$ cat src/rtl/scs8hd_lpflow_pkg.sv
// rtl/scs8hd_lpflow_pkg.sv - shared state encoding and parameter limits for the lpflow power sequencer
package scs8hd_lpflow_pkg;

    localparam int PWRSEQ_NCH_MAX     = 16;
    localparam int PWRSEQ_STAGGER_MAX = 255;

    typedef enum logic [7:0] {
        ST_OFF     = 8'b0000_0001,
        ST_UP      = 8'b0000_0010,
        ST_SETTLE  = 8'b0000_0100,
        ST_RESTORE = 8'b0000_1000,
        ST_ON      = 8'b0001_0000,
        ST_ISO     = 8'b0010_0000,
        ST_SAVE    = 8'b0100_0000,
        ST_DOWN    = 8'b1000_0000
    } pwrseq_state_e;

endpackage

$ cat src/rtl/scs8hd_lpflow_pwrseq_tmr.sv
// rtl/scs8hd_lpflow_pwrseq_tmr.sv - loadable down-counter timing the channel stagger and settle
module scs8hd_lpflow_pwrseq_tmr #(
    parameter int W        = 4,
    parameter int LOAD_VAL = 7
) (
    input  logic clk,
    input  logic reset,
    input  logic load,
    output logic done
);

    logic [W-1:0] cnt_q;
    logic [W-1:0] cnt_d;

    // Reload on request, otherwise count down and park at zero.
    always_comb begin
        cnt_d = cnt_q;
        if (load) begin
            cnt_d = W'(LOAD_VAL);
        end else if (cnt_q != '0) begin
            cnt_d = cnt_q - 1'b1;
        end
    end

    // Counter register.
    always_ff @(posedge clk) begin
        if (reset) begin
            cnt_q <= '0;
        end else begin
            cnt_q <= cnt_d;
        end
    end

    assign done = (cnt_q == '0);

endmodule

$ cat src/rtl/scs8hd_lpflow_pwrseq_ctrl.sv
// rtl/scs8hd_lpflow_pwrseq_ctrl.sv - staged header-switch sequencer; SCS8HD_LPFLOW_RET_EN adds retention save/restore
module scs8hd_lpflow_pwrseq_ctrl
    import scs8hd_lpflow_pkg::*;
#(
    parameter int NCH     = 4,
    parameter int STAGGER = 8
) (
    input  logic           clk,
    input  logic           reset,
    input  logic           pwr_req,
    output logic           pwr_ack,
    output logic [NCH-1:0] sw_en,
    output logic           iso_en,
    output logic           save,
    output logic           restore
);

    localparam int TW = $clog2(STAGGER + 1);
    localparam int CW = (NCH > 1) ? $clog2(NCH) : 1;
    // Index of the second-highest channel: last UP step before SETTLE, first DOWN index.
    localparam logic [CW-1:0] IDX_PENULT = CW'(NCH - 2);

    if (NCH < 1 || NCH > PWRSEQ_NCH_MAX) begin : g_bad_nch
        $error("scs8hd_lpflow_pwrseq_ctrl: NCH out of range 1..16");
    end
    if (STAGGER < 1 || STAGGER > PWRSEQ_STAGGER_MAX) begin : g_bad_stagger
        $error("scs8hd_lpflow_pwrseq_ctrl: STAGGER out of range 1..255");
    end

    pwrseq_state_e  state_q, state_d;
    logic [NCH-1:0] sw_en_q, sw_en_d;
    logic [CW-1:0]  idx_q, idx_d;
    logic           iso_en_q, iso_en_d;
    logic           pwr_ack_q, pwr_ack_d;
    logic           save_q, save_d;
    logic           restore_q, restore_d;
    logic           tmr_load;
    logic           tmr_done;
    logic           go_on;
    logic           go_down;

    scs8hd_lpflow_pwrseq_tmr #(
        .W        (TW),
        .LOAD_VAL (STAGGER - 1)
    ) u_tmr (
        .clk   (clk),
        .reset (reset),
        .load  (tmr_load),
        .done  (tmr_done)
    );

    // Next state and next registered outputs; isolation stays clamped unless fully on.
    always_comb begin
        state_d   = state_q;
        sw_en_d   = sw_en_q;
        idx_d     = idx_q;
        iso_en_d  = 1'b1;
        pwr_ack_d = 1'b0;
        save_d    = 1'b0;
        restore_d = 1'b0;
        tmr_load  = 1'b0;
        go_on     = 1'b0;
        go_down   = 1'b0;
        case (state_q)
            ST_OFF: begin
                if (pwr_req) begin
                    sw_en_d  = NCH'(1);
                    idx_d    = '0;
                    tmr_load = 1'b1;
                    if (NCH == 1) begin
                        state_d = ST_SETTLE;
                    end else begin
                        state_d = ST_UP;
                    end
                end
            end
            ST_UP: begin
                if (tmr_done) begin
                    sw_en_d  = (sw_en_q << 1) | NCH'(1);
                    idx_d    = idx_q + 1'b1;
                    tmr_load = 1'b1;
                    if (idx_q == IDX_PENULT) begin
                        state_d = ST_SETTLE;
                    end
                end
            end
            ST_SETTLE: begin
                if (tmr_done) begin
`ifdef SCS8HD_LPFLOW_RET_EN
                    state_d   = ST_RESTORE;
                    restore_d = 1'b1;
`else
                    go_on = 1'b1;
`endif
                end
            end
`ifdef SCS8HD_LPFLOW_RET_EN
            ST_RESTORE: begin
                go_on = 1'b1;
            end
`endif
            ST_ON: begin
                if (pwr_req) begin
                    pwr_ack_d = 1'b1;
                    iso_en_d  = 1'b0;
                end else begin
                    state_d = ST_ISO;
                end
            end
            ST_ISO: begin
`ifdef SCS8HD_LPFLOW_RET_EN
                state_d = ST_SAVE;
                save_d  = 1'b1;
`else
                go_down = 1'b1;
`endif
            end
`ifdef SCS8HD_LPFLOW_RET_EN
            ST_SAVE: begin
                go_down = 1'b1;
            end
`endif
            ST_DOWN: begin
                if (tmr_done) begin
                    sw_en_d = sw_en_q >> 1;
                    if (idx_q == '0) begin
                        state_d = ST_OFF;
                    end else begin
                        idx_d    = idx_q - 1'b1;
                        tmr_load = 1'b1;
                    end
                end
            end
            default: begin
                state_d = ST_OFF;
                sw_en_d = '0;
                idx_d   = '0;
            end
        endcase

        if (go_on) begin
            state_d   = ST_ON;
            pwr_ack_d = 1'b1;
            iso_en_d  = 1'b0;
        end

        // Top channel drops on DOWN entry; a single channel means the domain is already off.
        if (go_down) begin
            sw_en_d  = sw_en_q >> 1;
            tmr_load = 1'b1;
            if (NCH == 1) begin
                state_d = ST_OFF;
            end else begin
                state_d = ST_DOWN;
                idx_d   = IDX_PENULT;
            end
        end
    end

    // State and output registers.
    always_ff @(posedge clk) begin
        if (reset) begin
            state_q   <= ST_OFF;
            sw_en_q   <= '0;
            idx_q     <= '0;
            iso_en_q  <= 1'b1;
            pwr_ack_q <= 1'b0;
            save_q    <= 1'b0;
            restore_q <= 1'b0;
        end else begin
            state_q   <= state_d;
            sw_en_q   <= sw_en_d;
            idx_q     <= idx_d;
            iso_en_q  <= iso_en_d;
            pwr_ack_q <= pwr_ack_d;
            save_q    <= save_d;
            restore_q <= restore_d;
        end
    end

    assign sw_en   = sw_en_q;
    assign iso_en  = iso_en_q;
    assign pwr_ack = pwr_ack_q;
    assign save    = save_q;
    assign restore = restore_q;

endmodule

$ cat config.mk
export PLATFORM = sky130hd
export DESIGN_NAME = scs8hd_lpflow_pwrseq_ctrl
export DESIGN_NICKNAME = d
export VERILOG_FILES = /design/src/rtl/scs8hd_lpflow_pkg.sv /design/src/rtl/scs8hd_lpflow_pwrseq_tmr.sv /design/src/rtl/scs8hd_lpflow_pwrseq_ctrl.sv
export SDC_FILE = /design/constraint.sdc
export NUM_CORES = 1
export LEC_CHECK = 0
export CORE_ASPECT_RATIO = 1.1
export CORE_MARGIN = 5
export CORE_UTILIZATION = 59
export CTS_CLUSTER_SIZE = 30
export DETAILED_ROUTE_END_ITERATION = 8
export PLACE_DENSITY = 0.82
export SYNTH_ARGS = -nofsm -noshare
export SYNTH_HDL_FRONTEND = slang
export SYNTH_SLANG_ARGS = --single-unit
export TNS_END_PERCENT = 1
$ cat constraint.sdc
create_clock -name clk -period 5.88 [get_ports clk]
set_input_delay 0.882 -clock clk [delete_from_list [all_inputs] [get_ports clk]]
set_output_delay 0.882 -clock clk [all_outputs]
set_load 0.03 [all_outputs]
After elaboration in Yosys (flattened, before gate mapping). Cells that the tools add are included.

Mux-type cells: 35. Reduce and logical (&&, ||, !) cells: 16. $add $sub $neg: 3. Eq/ne operators: 33. Bitwise gates (word level): 2.

Operators with widths (count): two-way mux 8 bit (8); case mux 8 bit (5 select lines) (1); inequality test 3 bit (second input constant) (10); inequality test 4 bit (second input constant) (6); AND reduction 7 bit (3); case mux 4 bit (4 select lines) (1); inequality test 2 bit (second input constant) (7); two-way mux 1 bit (12); two-way mux 4 bit (3); two-way mux 2 bit (5); AND reduction 5 bit (2); two-way mux 3 bit (3); equality test 8 x 1 -> 1 bit (second input constant) (1); equality test 8 x 2 -> 1 bit (second input constant) (1); equality test 8 x 3 -> 1 bit (second input constant) (1); equality test 8 x 5 -> 1 bit (second input constant) (1); equality test 8 x 6 -> 1 bit (second input constant) (1); equality test 8 bit (second input constant) (1); case mux 2 bit (4 select lines) (1); AND reduction 4 bit (2); OR reduction 2 bit (3); OR reduction 3 bit (2); logical NOT 4 bit (1); inequality test 2 x 1 -> 1 bit (second input constant) (2); 10 further kinds (11).

Input port bits: 3. Logic and storage cells: 100. Register bits after elaboration: 20. Output and inout bits: 8.

Depth between registers and ports, before layout.
Depth in word-level cells: 6. Mapped depth: 7. Gate-level depth less buffers: 7.

Modules after synthesis. From an unflattened synthesis, not the netlist that was laid out.

Cell total of the unflattened synthesis: 115. Area total of the unflattened synthesis: 1009.7 um^2.

By module, submodules not included: scs8hd_lpflow_pwrseq_ctrl (sequential area each 280.3 um^2, area an instance 813.3 um^2, times used 1, cells each 95); scs8hd_lpflow_pwrseq_tmr (sequential area each 80.1 um^2, area an instance 196.4 um^2, times used 1, cells each 20).

Least setup slack after synthesis. OpenSTA, ideal clock, no wires.

Path type: flip-flop to flip-flop. Start: register u_tmr.cnt_q[0]. End: register sw_en_q[0], in the netlist sw_en[0]. Cell stages (with the launch flop): 8. Library setup time: 0.136 ns. Setup slack: 3.831 ns. Clock period less this slack: 2.049 ns. Data required time: 5.744 ns. Arrival: 1.913 ns. Buffers on the path: 0. Cells stage by stage: dfxtp_1 > inv_1 > ha_1 > nor3b_1 > or4_4 > a41oi_2 > a2111oi_0 > a211oi_1.

Longest elaborated chain between the ends: 3. Elaborated cells between the ends (all ways): 4. Classes of those cells: eq/ne (2); reduce/logical (2).

Ends and longest elaborated chain: from (decl) (RTL line scs8hd_lpflow_pwrseq_tmr.sv:12) `logic [W-1:0] cnt_q;`; from (signal assigned) (RTL line scs8hd_lpflow_pwrseq_tmr.sv:30) `cnt_q <= cnt_d;`; logical NOT 4 bit * (RTL line scs8hd_lpflow_pwrseq_tmr.sv:34) `assign done = (cnt_q == '0);`; inequality test 3 bit (no source line); AND reduction 4 bit (no source line) *; to (signal assigned) (RTL line scs8hd_lpflow_pwrseq_ctrl.sv:172) `sw_en_q <= sw_en_d;`; to (decl) (RTL line scs8hd_lpflow_pwrseq_ctrl.sv:31) `logic [NCH-1:0] sw_en_q, sw_en_d;`.

Mark *: on every way between the ends. The rest lies on a longest branch, timed or not. A chain may end at the register's enable or synchronous reset.

Worst setup path in the final report. Ends and elaborated chain as after synthesis.

==> run summary <==
Simple-Gate Fraction of Synth Area = 26.2%
actual transition at the worst max-transition pin = 0.730 ns
largest net degree at the start of global routing = 17
cts hold-fix bufs = 0
Worst Setup Start Kind = flop
drt first pass iters = 4
CP Data Required Time = 6.05 ns
Worst Hold Class = flop to flop
largest family of logic cells by synthesized area = simple AND/OR/NAND/NOR gates
Setup WS pre-CTS = 3.31 ns
final WL = 2130 um
Synth cell types = 51
number of synthesis warnings = 0
Post-synth ARST share = 0%
worst reg2reg endpoint = sw_en[0]$_SDFFE_PP0P_
vias in the first global route = 883
post-layout min period = 2.41 ns
post-synthesis sequential area ratio = 33.5%
Final GP Congestion = 0.828
Max Freq = 0.414 GHz
IO Count = 11
Initial Util = 61.0%
Avg Synthesized Cell Area = 8.74 sq um
Die Ht = 54.8 um
Final Instance Area = 1160 sq um
Port Buffers = 8
fillcell total = 152
clk buf depth = 2
Slew HR = 51.2%
Post-Synth Adder-Cell Area = 2.33%
first-pass GRT wire length = 3830 um
multi-input logic area = 626 sq um
CTS tree = built
Post-layout nets = 134
number of gates resized after cts = 0
std cell rows = 16
final worst setup slack = 3.47 ns
crit path to = sw_en[0]$_SDFFE_PP0P_
Via density = 6.44
crit path from = u_tmr.cnt_q[0]$_SDFFE_PP0P_
Hold Violations, Final = 0
H-tree depth = 1
Post-synth EDFFs = 0
CTS Buf Count = 3
root buf cell = clkbuf_4
arrival time of the worst setup path = 2.58 ns
Setup violations, final = 0
Total Routing Usage GR = 17.4%
xor-xnor portion of the synthesized cell area = 2.44%
Sequential Area = 360 sq um
Clock Latency Late Sink = 0.29 ns
Power per Cell Area = 463 nW/um^2
grt total ovfl = 0
Clock Skews = 0.00795 ns
Synth Flop Type = dfxtp_1
Area Growth Syn to Fin = 8.15%
flops & latches, synth = 18
initial antenna violation count = 0
die area = 2780 sq um
static leakage = 0.000424 uW
Worst IR Drop VDD = 376 uV
r2r startpoint = u_tmr.cnt_q[0]$_SDFFE_PP0P_
share of layout cells above drive strength 1 = 13.3%
Final ANT Viol Nets = 0
portion of netlist area occupied by mux cells = 4.89%
Final Max Slew Viols = 0
Post-CTS Setup Inserts = 0
Post-Syn Area = 1070 sq um
Vias = 940
r2r setup slk = 3.47 ns
crit-path max FO = 8
Worst R2R Path Depth = 7
placed cell areas = 1130 sq um
DRC Markers = 0
status = finished clean
Antenna Cells = 0
Max-Cap Viols = 0
clock-pin slew on the worst setup and hold paths = 0.11 ns
Crit Path Class = flop to flop
Compound-Gate Fraction of Synth Area = 21.7%
Cells after Synth = 123
WL/cell = 14.6 um
HPWL after DPL = 1630 um
setup TNS = 0 ns
Final Cycle Share = 41.0%
Die X-Extent = 50.7 um
worst hold margin = 0.493 ns
clk sinks = 18
CP endpoint kind = flop
Core Area = 1760 sq um
Initial DRC Count = 33
unrepaired setup endpoints after global routing = false
==> worst max-delay path, stage by stage, from the launching register on <==
cell and delay (ns):
dfxtp_1 0.32, inv_1 0.12, ha_1 0.21, nor3b_1 0.62, or4_4 0.28, a41oi_2 0.20
a2111oi_0 0.45, a211oi_1 0.09
==> metal layers <==
| layer | part of all wire, % | track usage (%) |
|---|---|---|
| met5 | 0 | 0 |
| met4 | 1.6 | 6.38 |
| met3 | 4.8 | 3.27 |
| met2 | 50 | 30.4 |
| met1 | 43 | 21.2 |
==> Yosys cell counts, drive strengths merged, types with 2 or more instances <==
library cell / instances / area, sq um
or3: 4 / 30.0
nand4: 2 / 12.5
clkbuf: 3 / 12.5
a211oi: 4 / 30.0
buf: 5 / 42.5
mux2i: 3 / 30.0
mux2: 2 / 22.5
a221oi: 2 / 17.5
ha: 2 / 25.0
dfxtp: 18 / 360
inv: 10 / 37.5
nand3b: 3 / 22.5
nor3: 9 / 50.1
and2: 2 / 12.5
a21oi: 10 / 61.3
or4: 2 / 18.8
nor3b: 2 / 15.0
a41oi: 2 / 25.0
nand2: 8 / 30.0
and3: 2 / 13.8
nor2: 4 / 15.0
xnor2: 2 / 17.5
o21ai: 3 / 15.0
==> state kept, by name (all words and copies together) (netlist names) <==
signal	count
state_q	6
pwr_ack	1
u_tmr.cnt_q	4
idx_q	2
sw_en	4
iso_en	1
==> stage by stage <==
step	total power (uW)	utilization [%]	cells
finish	538	66.0	146
global route	583	66.0	146
CTS	541	66.0	146
detailed placement	464	63.9	142
global placement	453	63.9	142
floorplan	409	-	124
==> power by group <==
| group | total, uW | internal [uW] | switching [uW] |
|---|---|---|---|
| Clock | 75.9 | 37.7 | 38.2 |
| Sequential | 190 | 154 | 35.6 |
| Combinational | 273 | 119 | 154 |
==> cell families after synthesis <==
| logic type | after synthesis |
|---|---|
| AND/OR/NAND/NOR | 46 |
| AO/OA/AOI/OAI | 30 |
| flip-flops | 18 |
| buffers and inverters | 18 |
| multiplexers | 5 |
| XOR/XNOR | 3 |
| adder cells (fa/ha/maj) | 2 |
| other | 1 |
==> cell type report <==
cell class | count | area share (%)
Clock buffer | 4 | 3.12
Inverter | 10 | 3.23
Multi-Input combinational cell | 88 | 53.8
Sequential cell | 18 | 31.0
Tap cell | 18 | 1.94
Timing Repair Buffer | 8 | 6.89
==> worst min-delay path by stage <==
| stage | end | cells past startpoint | start | slack, ns |
|---|---|---|---|---|
| 6_report | sw_en[2]$_SDFFE_PP0P_ | 2 | sw_en[2]$_SDFFE_PP0P_ | 0.49 |
| 5_1_grt | sw_en[2]$_SDFFE_PP0P_ | 2 | sw_en[2]$_SDFFE_PP0P_ | 0.53 |
| 4_1_cts | sw_en[2]$_SDFFE_PP0P_ | 2 | sw_en[2]$_SDFFE_PP0P_ | 0.50 |
| 3_5_place_dp | sw_en[2]$_SDFFE_PP0P_ | 2 | sw_en[2]$_SDFFE_PP0P_ | 0.48 |
| 3_3_place_gp | sw_en[0]$_SDFFE_PP0P_ | 2 | sw_en[0]$_SDFFE_PP0P_ | 0.46 |
| 2_1_floorplan | idx_q[1]$_SDFFE_PP0P_ | 2 | idx_q[1]$_SDFFE_PP0P_ | 0.50 |
==> cells in the final DEF (no fill, tap or decap), types with 4 or more instances in the layout <==
| master | instances |
|---|---|
| inv_1 | 10 |
| nor3_1 | 8 |
| dfxtp_1 | 18 |
| a21oi_1 | 9 |
| a211oi_1 | 4 |
| clkdlybuf4s50_1 | 8 |
| nor2_1 | 4 |
| nand2_1 | 8 |
(Power assumes the default switching activity.)
